## config.mk

```make
export PLATFORM = sky130hd
export DESIGN_NAME = alu_decode_stage
export DESIGN_NICKNAME = d
export VERILOG_FILES = /design/src/rtl/alu_ctrl_pkg.sv /design/src/rtl/alu_decode_comb.sv /design/src/rtl/alu_decode_stage.sv
export SDC_FILE = /design/constraint.sdc
export NUM_CORES = 1
export LEC_CHECK = 0
export ABC_AREA = 1
export CORE_ASPECT_RATIO = 0.6
export CORE_UTILIZATION = 35
export CTS_BUF_LIST = sky130_fd_sc_hd__clkbuf_16
export DETAILED_ROUTE_END_ITERATION = 6
export GPL_ROUTABILITY_DRIVEN = 0
export GPL_TIMING_DRIVEN = 0
export MAX_ROUTING_LAYER = met4
export SYNTH_ARGS = -nofsm -noshare
export SYNTH_HDL_FRONTEND = slang
export SYNTH_SLANG_ARGS = --single-unit
```

## constraint.sdc

```tcl
create_clock -name clk -period 1.9 [get_ports clk]
set_input_delay 0.285 -clock clk [delete_from_list [all_inputs] [get_ports clk]]
set_output_delay 0.285 -clock clk [all_outputs]
set_load 0.01 [all_outputs]
```

## src/rtl/alu_ctrl_pkg.sv

```systemverilog
// Shared ALU control encodings and main-decoder ALUOp classes for the
// decode stage and its combinational decoder.
package alu_ctrl_pkg;

    typedef enum logic [3:0] {
        ALU_ADD   = 4'd0,
        ALU_SUB   = 4'd1,
        ALU_AND   = 4'd2,
        ALU_OR    = 4'd3,
        ALU_XOR   = 4'd4,
        ALU_SLT   = 4'd5,
        ALU_SLTU  = 4'd6,
        ALU_SLL   = 4'd7,
        ALU_SRL   = 4'd8,
        ALU_SRA   = 4'd9,
        ALU_PASSB = 4'd10
    } alu_ctrl_e;

    localparam logic [1:0] ALUOP_MEM    = 2'b00;
    localparam logic [1:0] ALUOP_BRANCH = 2'b01;
    localparam logic [1:0] ALUOP_ARITH  = 2'b10;
    localparam logic [1:0] ALUOP_LUI    = 2'b11;

endpackage

```

## src/rtl/alu_decode_comb.sv

```systemverilog
// Combinational RV32I ALU control decoder: op/funct3/funct7_5/ALUOp to an
// ALU control word plus an illegal-encoding flag.
module alu_decode_comb
    import alu_ctrl_pkg::*;
#(
    parameter int OP_WIDTH       = 7,
    parameter int FUNCT3_WIDTH   = 3,
    parameter int ALU_OP_WIDTH   = 2,
    parameter int ALU_CTRL_WIDTH = 4
) (
    input  logic [OP_WIDTH-1:0]       op_i,
    input  logic [FUNCT3_WIDTH-1:0]   funct3_i,
    input  logic                      funct7_5_i,
    input  logic [ALU_OP_WIDTH-1:0]   alu_op_i,
    output logic [ALU_CTRL_WIDTH-1:0] alu_ctrl_o,
    output logic                      illegal_o
);

    logic [2:0] f3;
    logic       op5;
    logic       unused_op;
    alu_ctrl_e  ctrl;
    logic       ill;

    assign f3        = funct3_i[2:0];
    assign op5       = op_i[5];
    assign unused_op = ^op_i;

    always_comb begin
        ctrl = ALU_ADD;
        ill  = 1'b0;
        case (alu_op_i)
            ALU_OP_WIDTH'(ALUOP_MEM): ctrl = ALU_ADD;
            ALU_OP_WIDTH'(ALUOP_BRANCH): begin
                case (f3)
                    3'b000, 3'b001: ctrl = ALU_SUB;
                    3'b100, 3'b101: ctrl = ALU_SLT;
                    3'b110, 3'b111: ctrl = ALU_SLTU;
                    default:        ill  = 1'b1;
                endcase
            end
            ALU_OP_WIDTH'(ALUOP_ARITH): begin
                case (f3)
                    3'b000:  ctrl = (op5 && funct7_5_i) ? ALU_SUB : ALU_ADD;
                    3'b001:  ctrl = ALU_SLL;
                    3'b010:  ctrl = ALU_SLT;
                    3'b011:  ctrl = ALU_SLTU;
                    3'b100:  ctrl = ALU_XOR;
                    3'b101:  ctrl = funct7_5_i ? ALU_SRA : ALU_SRL;
                    3'b110:  ctrl = ALU_OR;
                    default: ctrl = ALU_AND;
                endcase
                // Bit 30 only has meaning for sub/sra; on R-type anything else is reserved.
                if (op5 && funct7_5_i && f3 != 3'b000 && f3 != 3'b101) ill = 1'b1;
                if (f3 == 3'b001 && funct7_5_i) ill = 1'b1;
            end
            ALU_OP_WIDTH'(ALUOP_LUI): ctrl = ALU_PASSB;
            default: ctrl = ALU_ADD;
        endcase
        if (ill) ctrl = ALU_ADD;
    end

    assign alu_ctrl_o = ALU_CTRL_WIDTH'(ctrl);
    assign illegal_o  = ill;

endmodule

```

## src/rtl/alu_decode_stage.sv

```systemverilog
// Registered ALU decode stage: valid/ready output register with a one-entry
// skid buffer, flush, and a saturating stall counter.
module alu_decode_stage
    import alu_ctrl_pkg::*;
#(
    parameter int OP_WIDTH       = 7,
    parameter int FUNCT3_WIDTH   = 3,
    parameter int ALU_OP_WIDTH   = 2,
    parameter int ALU_CTRL_WIDTH = 4,
    parameter int TAG_WIDTH      = 5,
    parameter int CNT_WIDTH      = 16
) (
    input  logic                      clk,
    input  logic                      rst_n,
    input  logic                      in_valid,
    output logic                      in_ready,
    input  logic [OP_WIDTH-1:0]       op,
    input  logic [FUNCT3_WIDTH-1:0]   funct3,
    input  logic                      funct7_5,
    input  logic [ALU_OP_WIDTH-1:0]   ALUOp,
    input  logic [TAG_WIDTH-1:0]      in_tag,
    input  logic                      flush,
    output logic                      out_valid,
    input  logic                      out_ready,
    output logic [ALU_CTRL_WIDTH-1:0] ALUControl,
    output logic                      illegal,
    output logic [TAG_WIDTH-1:0]      out_tag,
    output logic [CNT_WIDTH-1:0]      stall_cnt
);

    logic [ALU_CTRL_WIDTH-1:0] dec_ctrl;
    logic                      dec_ill;
    logic                      accept;

    logic                      main_vld_q,  main_vld_d;
    logic [ALU_CTRL_WIDTH-1:0] main_ctrl_q, main_ctrl_d;
    logic                      main_ill_q,  main_ill_d;
    logic [TAG_WIDTH-1:0]      main_tag_q,  main_tag_d;
    logic                      skid_vld_q,  skid_vld_d;
    logic [ALU_CTRL_WIDTH-1:0] skid_ctrl_q, skid_ctrl_d;
    logic                      skid_ill_q,  skid_ill_d;
    logic [TAG_WIDTH-1:0]      skid_tag_q,  skid_tag_d;
    logic [CNT_WIDTH-1:0]      stall_cnt_q, stall_cnt_d;

    alu_decode_comb #(
        .OP_WIDTH      (OP_WIDTH),
        .FUNCT3_WIDTH  (FUNCT3_WIDTH),
        .ALU_OP_WIDTH  (ALU_OP_WIDTH),
        .ALU_CTRL_WIDTH(ALU_CTRL_WIDTH)
    ) u_dec (
        .op_i      (op),
        .funct3_i  (funct3),
        .funct7_5_i(funct7_5),
        .alu_op_i  (ALUOp),
        .alu_ctrl_o(dec_ctrl),
        .illegal_o (dec_ill)
    );

    // Ready depends only on registered skid state, so out_ready never reaches in_ready.
    assign in_ready = rst_n && !skid_vld_q;
    assign accept   = in_valid && in_ready;

    always_comb begin
        main_vld_d  = main_vld_q;
        main_ctrl_d = main_ctrl_q;
        main_ill_d  = main_ill_q;
        main_tag_d  = main_tag_q;
        skid_vld_d  = skid_vld_q;
        skid_ctrl_d = skid_ctrl_q;
        skid_ill_d  = skid_ill_q;
        skid_tag_d  = skid_tag_q;
        stall_cnt_d = stall_cnt_q;

        if (flush) begin
            main_vld_d = 1'b0;
            skid_vld_d = 1'b0;
        end else if (!main_vld_q || out_ready) begin
            skid_vld_d = 1'b0;
            if (skid_vld_q) begin
                main_vld_d  = 1'b1;
                main_ctrl_d = skid_ctrl_q;
                main_ill_d  = skid_ill_q;
                main_tag_d  = skid_tag_q;
            end else if (accept) begin
                main_vld_d  = 1'b1;
                main_ctrl_d = dec_ctrl;
                main_ill_d  = dec_ill;
                main_tag_d  = in_tag;
            end else begin
                main_vld_d  = 1'b0;
            end
        end else if (accept) begin
            skid_vld_d  = 1'b1;
            skid_ctrl_d = dec_ctrl;
            skid_ill_d  = dec_ill;
            skid_tag_d  = in_tag;
        end

        if (main_vld_q && !out_ready && stall_cnt_q != '1) begin
            stall_cnt_d = stall_cnt_q + CNT_WIDTH'(1);
        end
    end

    always_ff @(posedge clk) begin
        if (!rst_n) begin
            main_vld_q  <= 1'b0;
            main_ctrl_q <= '0;
            main_ill_q  <= 1'b0;
            main_tag_q  <= '0;
            skid_vld_q  <= 1'b0;
            skid_ctrl_q <= '0;
            skid_ill_q  <= 1'b0;
            skid_tag_q  <= '0;
            stall_cnt_q <= '0;
        end else begin
            main_vld_q  <= main_vld_d;
            main_ctrl_q <= main_ctrl_d;
            main_ill_q  <= main_ill_d;
            main_tag_q  <= main_tag_d;
            skid_vld_q  <= skid_vld_d;
            skid_ctrl_q <= skid_ctrl_d;
            skid_ill_q  <= skid_ill_d;
            skid_tag_q  <= skid_tag_d;
            stall_cnt_q <= stall_cnt_d;
        end
    end

    assign out_valid  = main_vld_q;
    assign ALUControl = main_ctrl_q;
    assign illegal    = main_ill_q;
    assign out_tag    = main_tag_q;
    assign stall_cnt  = stall_cnt_q;

endmodule

```

Word-level counts from Yosys, hierarchy flattened
Index checks and enable logic that the tools add are counted.

Logic and storage cells: 67. Register bits after elaboration: 38. Output and inout bits: 28.

Muxes and demuxes: 18. Bitwise gates (word level): 3. $add $sub $neg: 1. Reduce and logical (&&, ||, !) cells: 24. Eq/ne operators: 12.

Operators by type and width (count): 4-bit case mux with 7 select lines (1); 16-bit by 1-bit adder with 16-bit output (second input constant) (1); 16-bit != test (second input constant) (1); 4-bit case mux with 4 select lines (1); 3-bit == test (second input constant) (4); 4-bit two-way mux (3); 5-bit two-way mux (2); 1-bit two-way mux (9); 3-bit case mux with 3 select lines (1); 1-bit logical AND (8); 2-bit OR reduction (4); 3-bit by 2-bit == test with 1-bit output (second input constant) (2); 3-bit AND reduction (2); 6-bit OR reduction (1); 2-bit == test (second input constant) (2); 3-bit by 1-bit == test with 1-bit output (second input constant) (1); 1-bit zero test (3); 3-bit zero test (1); 3-bit != test (second input constant) (1); 1-bit NOT (3); 3-bit nonzero test (1); 3-bit OR reduction (1); 2-bit by 1-bit == test with 1-bit output (second input constant) (1); 2-bit zero test (1); other kinds (3) (3).

Depth between registers and ports, before layout
Depth after elaboration: 9. Gate-level depth with buffers: 9. Gate-level depth less buffers: 9.

Cells and area by module
A second synthesis with hierarchy kept.

Cells, all modules: 329. Area, all modules: 2177.1 µm².

By module, submodules not included: alu_decode_stage (area an instance 1921.8 µm², cells an instance 279, times used 1); alu_decode_comb (area an instance 255.2 µm², cells an instance 50, times used 1).

Worst setup path before layout
Ideal clock, no wire load.

Kind: register -> register. Start point: reg stall_cnt_q[0], in the netlist stall_cnt[0]. End point: reg stall_cnt_q[13], in the netlist stall_cnt[13]. Path buffers: 1. Slack: 336 ps. Library setup time: 135 ps. Arrival: 1429 ps. Stages on the path, launching flop included: 10. Data required time: 1765 ps. Path through: dfxtp_1 -> ha_1 -> inv_1 -> nor2_2 -> nand2_2 -> nor2_1 -> nor2_2 -> buf_6 -> nand2_1 -> a21oi_2.

Word-level cells in the longest chain between the ends: 2.

RTL lines: start, declared (line alu_decode_stage.sv:43) `logic [CNT_WIDTH-1:0] stall_cnt_q, stall_cnt_d;`; start signal, assigned (line alu_decode_stage.sv:124) `stall_cnt_q <= stall_cnt_d;`; parallel branches: the longest is 2 deep, another holds 16-bit by 1-bit adder with 16-bit output.

Parallel ways; which one is timed is not known. A chain may end at the register's enable or synchronous reset.

Worst setup path in the final report
Start point: reg stall_cnt_q[0], in the netlist stall_cnt[0]. End point: reg stall_cnt_q[12], in the netlist stall_cnt[12].

The elaborated chain is that of the path after synthesis.

==> impl_results.md <==
* Antenna diodes at 0
* Worst-Skew Late Latency at 0.28 ns
* Critical Path End: stall_cnt[12]
* Num CTS Buffers at 5
* Nets at 364
* Status: finished, final reports clean
* Cell count after synthesis at 286
* GRT Total Usage at 0.1896
* Most numerous cell in the Yosys netlist: nand2_1
* Layout cells sized above 1 at 0.08309
* Cts hold-fix bufs at 0
* Synth Flop Type: dfxtp_1
* Residual DRC count at 0
* Worst reg2reg path endpoint: stall_cnt[12]
* Fmax at 561.1 MHz
* Syn_area_per_cell at 7.061 um^2
* Row count at 21
* Cell taking the most area after synthesis: dfxtp_1
* CP startpoint: stall_cnt[0]
* PnR worst setup slack at 0.1178 ns
* Hold Path Depth at 3
* Clock Sinks at 38
* Min Tclk post-route at 1.782 ns
* Yosys top cell area share at 0.3767
* Routed WL per cell at 13.27 um
* Grt ovf at 0
* Layout fillers at 564
* Total power at 2.077 mW
* Via/cell ratio at 4.986
* Mapped Nets at 314
* Worst Setup Start Kind: flip-flop
* Multi-input logic area at 1121 um^2
* Width of the die at 100.1 um
* First-pass GRT wire length at 8618 um
* FF-to-FF Start: stall_cnt[0]
* Setup WS pre-CTS at -0.1958 ns
* Max FO, Critical Path at 10
* Unrepaired setup endpoints after global routing: false
* PD cells at 753.4 nW/um^2
* Max-cap violations at 0
* Largest net degree at the start of global routing at 13
* Measured slew at the worst slew-check pin at 0.6003 ns
* Vias at 2079
* Critical path class: reg -> reg
* DRT antenna net count at 0
* WL final at 5532 um
* Syn Std Cell Area at 2019 um^2
* Fin. max-slew vios at 0
* Seq/Total Area, Yosys at 0.3767
* Slew margin rel. at 0.5998
* Critical path data required time at 2.10 ns
* Crit path DAT at 1.98 ns
* Endpoint class of the critical path: flip-flop
* Skew final at 0.004954 ns
* # setup viols final at 0
* Finished Core Util at 0.4948
* Vert. Die Dim at 60.84 um
* Post-synthesis register bit count at 38
* Hold Fails Final Rpt at 0
* Ports at 51
* DP HPWL at 4120 um
* H-tree levels at 2
* Ys async rst share at 0
* Full die area at 6088 um^2
* Initial DRT Pass Iterations at 4
* CTS Buffer Depth at 2
* Starting DRT DRC Count at 155
* Worst-path clk slew at 0.06 ns
* Syn. warnings at 0
* R2R Setup Slk at 0.12 ns
* Area growth syn-to-layout at 36.49%
* CTS tree: done
* Post-synth cell types at 28
* Register Area at 760.7 um^2
* Number of post-CTS setup repair buffers at 0
* Initial Utilization at 0.3625
* Worst vdd ir at 0.3456 mV
* Post-synth EDFFs at 0
* Cell depth of the worst flop-to-flop path at 9
* Leakage power at 1.028 nW
* CTS root buf: clkbuf_16
* Number of global-route vias before repair at 1695
* Post-route clock period utilization at 0.9380
* Top post-synthesis cells by count: 64 x nand2_1, 38 x dfxtp_1, 29 x a21oi_1
* Antenna violations before repair at 0
* Worst Hold Class: in -> reg
* Core area at 5570 um^2
* PortBufs at 43
* Synth top area cells: dfxtp_1 38%, nand2_1 12%, a21oi_1 7.2%
-- layer usage --
metal,up-vias,wire length (um),global-route usage
met3,2,431,0.05069
met4,0,8,0.01863
met5,-,0,-
met2,75,1986,0.2246
li1,1053,-,-
met1,949,3105,0.3064
-- report_power, final --
group | switching [mW] | internal [mW]
Clock | 0.323 | 0.748
Combinational | 0.100 | 0.0870
Sequential | 0.00787 | 0.811
-- area by class of cell --
| type | count | share of cell area |
|---|---|---|
| Multi-Input combinational cell | 213 | 0.4067 |
| Sequential cell | 38 | 0.2760 |
| Timing Repair Buffer | 43 | 0.1562 |
| Clock buffer | 5 | 0.04539 |
| Tap cell | 80 | 0.03631 |
| Inverter | 26 | 0.03541 |
| Clock inverter | 3 | 0.02315 |
| Buffer | 9 | 0.02088 |
-- state kept, by name, indices dropped and copies added (netlist names) --
signal,flops
stall_cnt,16
skid_ill_q,1
ALUControl,4
skid_vld_q,1
out_tag,5
illegal,1
skid_tag_q,5
skid_ctrl_q,4
out_valid,1
-- layout by cell type, fill, tap and decap left out, types with 3 or more instances in the layout --
cell | synthesis | layout
ha_1 | 5 | 4
nand4_1 | 5 | 5
xor2_1 | 3 | 3
a31oi_1 | 6 | 6
nand2_1 | 64 | 63
dfxtp_1 | 38 | 38
nor3_1 | 5 | 5
nand2_2 | 2 | 3
a21oi_1 | 29 | 29
inv_1 | 25 | 25
o21ai_0 | 27 | 27
clkdlybuf4s50_1 | 0 | 43
a21oi_2 | 5 | 4
nand3_1 | 17 | 17
xnor2_1 | 6 | 6
nor2_1 | 28 | 28
clkbuf_16 | 0 | 5
clkbuf_1 | 4 | 4
-- per-stage QoR --
| step | hold WS [ns] | setup TNS (ns) | std cells | cell area, um^2 |
|---|---|---|---|---|
| floorplan | 0.3885 | 0 | 286 | 2019 |
| global placement | 0.4618 | -1.647 | 409 | 2550 |
| detailed placement | 0.4635 | -1.839 | 409 | 2550 |
| CTS | 0.3216 | 0 | 417 | 2739 |
| global route | 0.3310 | 0 | 417 | 2756 |
| finish | 0.3275 | 0 | 417 | 2756 |
-- worst min-delay path by stage --
stage / start / endpoint
floorplan: flush / out_valid
global placement: skid_tag_q[0] / out_tag[0]
detailed placement: skid_tag_q[4] / out_tag[4]
CTS: rst_n / out_tag[1]
global route: rst_n / out_tag[2]
finish: rst_n / out_tag[1]
-- logic make-up (layout without fill, tap and decap cells) --
logic type | Yosys count | in the layout | share of synthesized area
xor+xnor | 9 | 9 | 0.03904
simple gates | 130 | 130 | 0.2856
flops | 38 | 38 | 0.3767
compound gates | 69 | 69 | 0.1908
buf+inv | 35 | 86 | 0.07682
fa+ha+maj | 5 | 5 | 0.03098
-- critical path, cell delays in order (launching register included) --
cell and delay, ns:
dfxtp_1 0.37, ha_1 0.23, inv_1 0.14, nor2_4 0.09
nand2_2 0.10, nor2_1 0.06, nor2_2 0.31, buf_6 0.21
nand2_1 0.06, a21oi_1 0.14
-- what timing repair did --
item	in CTS	in global routing
endpoints found under the setup margin	0	16
endpoints found under the hold margin	0	0
gates resized for setup	0	4
Power figures use the tool's default switching activity.
==> edit 1, RTL diff (same flow settings) <==
Make the reset (`rst_n`) asynchronous in one clocked block.
--- a/src/rtl/alu_decode_stage.sv
+++ b/src/rtl/alu_decode_stage.sv
@@ -101,7 +101,7 @@
         end
     end
 
-    always_ff @(posedge clk) begin
+    always_ff @(posedge clk or negedge rst_n) begin
         if (!rst_n) begin
             main_vld_q  <= 1'b0;
             main_ctrl_q <= '0;
Behaviour: differs if rst_n is asserted again (counterexample within 4 cycles, from zero or initial values and one cycle with rst_n low); with rst_n held inactive, the same outputs for 10 cycles.
==> edit 1 against the original RTL <==
- synthesized area is 2.3% higher
- first-iteration DRC count down 23%
- final area grew 3.0%
- hold slack worse by 0.27 ns
- routed wire length down 11%
- setup slack better by 0.067 ns
- sequential cell count stayed put
- critical endpoint is now in_ready
- highest routed layer unchanged
Power is not compared: it rests on default switching activity, and its combinational part moved more than twofold at a synthesized area within 25%.
==> edit 1: results (changes against the original RTL) <==
Parameter                              Value

Timing
  Worst-margin pin slew ... 0.4969 ns (-0.1034 ns)
  Max Clock Skew ... 0.006721 ns (+0.001767 ns)

Detailed routing
  Length of routed met2 wiring ... 1.874 mm (-5.6%)
  Iteration-0 DRC Markers ... 120 (-23%)
  Routed length on met1 ... 2.744 mm (-12%)
  Number of vias after detailed routing ... 1,823 (-12%)
  Total iterations of the first detailed-routing run ... 4 (unchanged)
  DR WL met3 ... 256 um (-41%)
  Routed length per instance ... 12.22 um (-7.9%)

Yosys
  Post-synth top cells ... 91 x sky130_fd_sc_hd__nand2_1, 38 x sky130_fd_sc_hd__dfrtp_1, 31 x sky130_fd_sc_hd__nor2_1
  Most frequently used flop master after synthesis ... sky130_fd_sc_hd__dfrtp_1
  Synthesized area per cell ... 7.708 um2 (+9.2%)
  Async set or reset register ratio after synthesis ... 100.0% (+100 points)
  Yosys warns ... 0 (unchanged)
  Post-synthesis cell type count ... 29 (+3.6%)
  Register area share after synthesis ... 46.03% (+8.4 points)
  Net count after synthesis ... 296 (-5.7%)
  Synth top area cells ... sky130_fd_sc_hd__dfrtp_1 46%, sky130_fd_sc_hd__nand2_1 17%, sky130_fd_sc_hd__nor2_1 5.6%, sky130_fd_sc_hd__o21ai_0 5.1%, sky130_fd_sc_hd__inv_1 4.9%

Critical path
  Crit path max fanout ... 5 (-5)
  Worst r2r src ... stall_cnt[0]
  Largest delay share family, worst path ... buffers and inverters
  Worst setup path startpoint ... skid_vld_q
  Max incr delay on CP ... 0.55 ns (+0.18 ns)
  Slowest stage cell, crit path ... sky130_fd_sc_hd__clkdlybuf4s50_1
  Arr. time, crit path ... 1.43 ns (-0.55 ns)

Pwr
  Peak ir drop on the vdd network ... 0.0006850 V

Clock network
  Total setup buffers inserted after CTS ... 0 (unchanged)
  Latest clock arrival within the worst-skew pair ... 0.28 ns (about the same)
  Cts bufs inserted ... 5 (unchanged)
  CTS H-tree depth ... 2 (unchanged)
  Root buffer cell ... sky130_fd_sc_hd__clkbuf_16

Run status
  Result of the run ... complete, no violations

Global routing
  Total global routing track utilization ... 18.30% (-0.66 points)
  Via count of the first global-routing pass ... 1,627 (-4.0%)
  Initial antenna violation count ... 0 (unchanged)
  Pin count of the biggest net entering global routing ... 33 (+20)
  Global-route wire length before repair ... 8.093 mm (-6.1%)

Cells and area
  Total Nets Final ... 350 (-3.8%)
  Layout cell share with drive strength beyond 1 ... 8.359% (+0.051 points)
  Fill cell count ... 558 (-1.1%)
  Max FFs per register ... 16 (unchanged)
  Post-layout instance count excluding filler cells ... 403 (-3.4%)

Place
  HPWL Detailed ... 3.674 mm (-11%)
  Cell Count Post-Placement ... 393 (-3.9%)
  Minimum setup slack after placement ... -0.08632 ns (+0.1095 ns)
  Number of port buffers ... 44 (+2.3%)

Hold path
  Hold crit path type ... input pin to asynchronous set/reset pin
edit 1: changes by cell type in the layout (fill, tap and decap cells not counted), sizes merged, moves of 2 or more:
cell	before	now
dfrtp	0	38
inv	25	29
nand4	6	2
a31oi	6	1
nand3	17	8
dfxtp	38	0
clkbuf	9	7
nor2	31	33
nor3	7	4
nand2	66	94
a21oi	34	4
xor2	3	8
edit 1: stage by stage:
| step | hold WS (ns) | instance area [um2] | utilization (%) |
|---|---|---|---|
| 2_1_floorplan | -0.01059 | 2066 | - |
| 3_3_place_gp | 0.4667 | 2606 | 46.35 |
| 3_5_place_dp | 0.1461 | 2621 | 46.62 |
| 4_1_cts | 0.06303 | 2840 | 50.51 |
| 5_1_grt | 0.07901 | 2840 | 50.51 |
| 6_report | 0.05887 | 2840 | 50.51 |
edit 1: kinds of logic (layout without fill, tap and decap cells):
group,after synthesis,after routing,synth area share [%]
and+or+nand+nor,144,144,29.44
DFF,38,38,46.03
buffers and inverters,34,89,6.663
AOI/OAI and AO/OA,33,33,8.541
xor gates and xnor gates,14,14,6.299
adders and majority gates,5,5,3.028
edit 1: metal layers:
metal / global-route usage [%] / vias up
met5: - / -
met4: 4.348 / 0
met3: 4.994 / 8
met2: 23.81 / 39
met1: 27.38 / 838
li1: - / 938
edit 1: repair_timing:
action | 4_1_cts | 5_1_grt
endpoints found under the setup margin | 0 | 0
hold endpoints to repair | 6 | 0
hold buffers | 2 | 0
gates resized for setup | 0 | 0
edit 1: final timing paths:
kind | end | slack (ns) | cells after the start
max | in_ready | 0.19 | 2
min | out_tag[3] | 0.06 | 3
max reg2reg | stall_cnt[6] | 0.21 | 8
min reg2reg | out_tag[2] | 0.48 | 2
max in group asynchronous | stall_cnt[3] | 1.20 | 2
min in group clk | out_tag[2] | 0.48 | 2
edit 1: area by class of cell:
type | count | area, um2 | area share [%]
Inverter | 29 | 108.9 | 3.833
Tap cell | 80 | 100.1 | 3.524
Timing Repair Buffer | 47 | 485.5 | 17.09
Clock inverter | 3 | 63.81 | 2.247
Sequential cell | 38 | 950.9 | 33.48
Multi-Input combinational cell | 196 | 977.2 | 34.41
Clock buffer | 5 | 125.1 | 4.405
Buffer | 5 | 28.78 | 1.013
edit 1: tightest hold or removal path: stages:
cell and delay, ns:
sky130_fd_sc_hd__buf_2 0.11, sky130_fd_sc_hd__buf_12 0.11, sky130_fd_sc_hd__buf_12 0.19
edit 1: where the power goes:
group          switching, uW  total (uW)  internal [uW]
logic                    259         549            290
clock network            324        1070            748
registers                102        1040            939
total                    686        2660           1980
==> edit 2, RTL diff (same settings) <==
Made on the original files. The parameter `CNT_WIDTH` goes from 16 to 14.
--- a/src/rtl/alu_decode_stage.sv
+++ b/src/rtl/alu_decode_stage.sv
@@ -8,7 +8,7 @@
     parameter int ALU_OP_WIDTH   = 2,
     parameter int ALU_CTRL_WIDTH = 4,
     parameter int TAG_WIDTH      = 5,
-    parameter int CNT_WIDTH      = 16
+    parameter int CNT_WIDTH      = 14
 ) (
     input  logic                      clk,
     input  logic                      rst_n,
Ports: changed (resized stall_cnt); port bits go from 51 to 49. No check against the original RTL was run, so the function may have changed too.
==> edit 2 against the original RTL <==
- routed wire length decreased by 10%
- final area decreased by 6.2%
- setup slack improved by 0.038 ns
- synthesized area decreased by 5.6%
- power decreased by 9.3%
- hold slack improved by 0.15 ns
- die area decreased by 5.5%
- via count decreased by 7.6%
- global-route usage increased by 0.12 points
- fmax increased by 2.2%
- sequential cell count decreased by 2
- combinational power decreased by 3%
- critical path type unchanged
==> edit 2: results (changes against the original RTL) <==
Parameter                              Value

Run status
  Result of the run ... complete, no violations

Global routing
  Total global routing track utilization ... 19.08% (+0.12 points)
  Pin count of the biggest net entering global routing ... 12 (-1)
  Global-route wire length before repair ... 8.238 mm (-4.4%)
  Via count of the first global-routing pass ... 1,665 (-1.8%)
  Met3 GRT Util ... 4.717% (-0.35 points)
  Routing usage on met1 ... 29.59% (-1.0 points)

Detailed routing
  Iteration-0 DRC Markers ... 119 (-23%)
  Detail-routed via count per cell ... 4.951 (-0.69%)
  Routed length per instance ... 12.81 um (-3.4%)
  Length of routed met2 wiring ... 1.743 mm (-12%)
  Routed length on met1 ... 2.817 mm (-9.3%)
  DR WL met3 ... 359 um (-17%)

Cells and area
  Post-layout instance count excluding filler cells ... 388 (-7.0%)
  Layout cell share with drive strength beyond 1 ... 7.764% (-0.54 points)
  Total Nets Final ... 349 (-4.1%)
  Max FFs per register ... 14 (-2)

Yosys
  Synth top area cells ... sky130_fd_sc_hd__dfxtp_1 38%, sky130_fd_sc_hd__nand2_1 12%, sky130_fd_sc_hd__a21oi_1 7.6%, sky130_fd_sc_hd__inv_1 5.3%, sky130_fd_sc_hd__o21ai_0 5.0%
  Post-Synthesis Cells ... 272 (-4.9%)
  Register area share after synthesis ... 37.82% (+0.15 points)
  Net count after synthesis ... 300 (-4.5%)
  Post-synth top cells ... 62 x sky130_fd_sc_hd__nand2_1, 36 x sky130_fd_sc_hd__dfxtp_1, 29 x sky130_fd_sc_hd__a21oi_1

Critical path
  Max incr delay on CP ... 0.41 ns (+0.04 ns)
  Arr. time, crit path ... 1.89 ns (-0.09 ns)

Pwr
  Cell leakage power ... 0.001010 uW (-1.7%)
  Peak ir drop on the vdd network ... 0.0003805 V (+10%)

Place
  Number of port buffers ... 42 (-2.3%)
  HPWL Detailed ... 3.687 mm (-11%)

Hold path
  Hold crit path type ... register to register

Timing
  Max Clock Skew ... 0.002266 ns (-0.002688 ns)
  Relative slew slack ... 65.30% (+5.3 points)
-- edit 2: cell types whose count changed after synthesis, moves of 3 or more --
| cell | unedited run | this run |
|---|---|---|
| sky130_fd_sc_hd__o21ai_0 | 27 | 19 |
| sky130_fd_sc_hd__a21oi_2 | 5 | 0 |
| sky130_fd_sc_hd__xor2_1 | 3 | 6 |
| sky130_fd_sc_hd__o21ai_1 | 0 | 5 |
| sky130_fd_sc_hd__nor2_1 | 28 | 22 |
-- edit 2: final timing paths --
| check | startpoint | to | slack, ns | cells after the start |
|---|---|---|---|---|
| min | skid_tag_q[3] | out_tag[3] | 0.48 | 2 |
| max reg2reg | stall_cnt[0] | stall_cnt[13] | 0.16 | 9 |
| max | stall_cnt[0] | stall_cnt[13] | 0.16 | 9 |
| min reg2reg | skid_tag_q[3] | out_tag[3] | 0.48 | 2 |
-- edit 2: layout make-up --
class / count / area, um2
timing repair buffer: 42 / 419.2
tap: 66 / 82.58
inverter: 30 / 112.6
clock inverter: 3 / 37.54
sequential: 36 / 720.7
buffer: 8 / 50.05
fill: 519 / 2570
multi-input combinational: 198 / 1037
clock buffer: 5 / 125.1
-- edit 2: logic make-up (layout without fill, tap and decap cells) --
| kind of cell | count (synthesis) | after routing | share of synthesized area, % |
|---|---|---|---|
| and+or+nand+nor | 122 | 122 | 29.09 |
| AOI/OAI and AO/OA | 61 | 61 | 16.68 |
| adders and majority gates | 5 | 5 | 3.283 |
| DFF | 36 | 36 | 37.82 |
| xor gates and xnor gates | 10 | 10 | 4.596 |
| buffers and inverters | 38 | 88 | 8.535 |
-- edit 2: per-stage QoR --
stage	setup TNS, ns	hold slack [ns]	worst slack (ns)	power [uW]	util, %
final	0	0.4811	0.1553	1884	50.15
after global placement	-0.7080	0.4672	-0.1062	972.7	46.72
after global routing	0	0.5144	0.02008	1952	50.15
after floorplan	0	0.3637	0.3242	878.4	-
after detailed placement	-0.9392	0.4716	-0.1026	972.8	46.72
after CTS	0	0.4824	0.1130	1899	49.85
-- edit 2: worst reg2reg max path, delay by kind of cell (launching register included) --
family / cells / cell delay, ns
AND/OR/NAND/NOR: 5 / 0.64
buffers and inverters: 2 / 0.25
AO/OA/AOI/OAI: 1 / 0.06
adder cells (fa/ha/maj): 1 / 0.25
flip-flops: 1 / 0.41
-- edit 2: power groups by stage --
stage	Sequential (uW)	Clock, uW	Combinational, uW
detailed placement	793	0	180
global placement	793	0	180
CTS	777	943	180
global route	778	971	202
finish	777	925	182
floorplan	798	0	80.4
-- edit 2: what timing repair did --
item / 4_1_cts / 5_1_grt
resized for setup: 1 / 4
hold buffers: 0 / 0
endpoints found under the setup margin: 1 / 16
endpoints found under the hold margin: 0 / 0
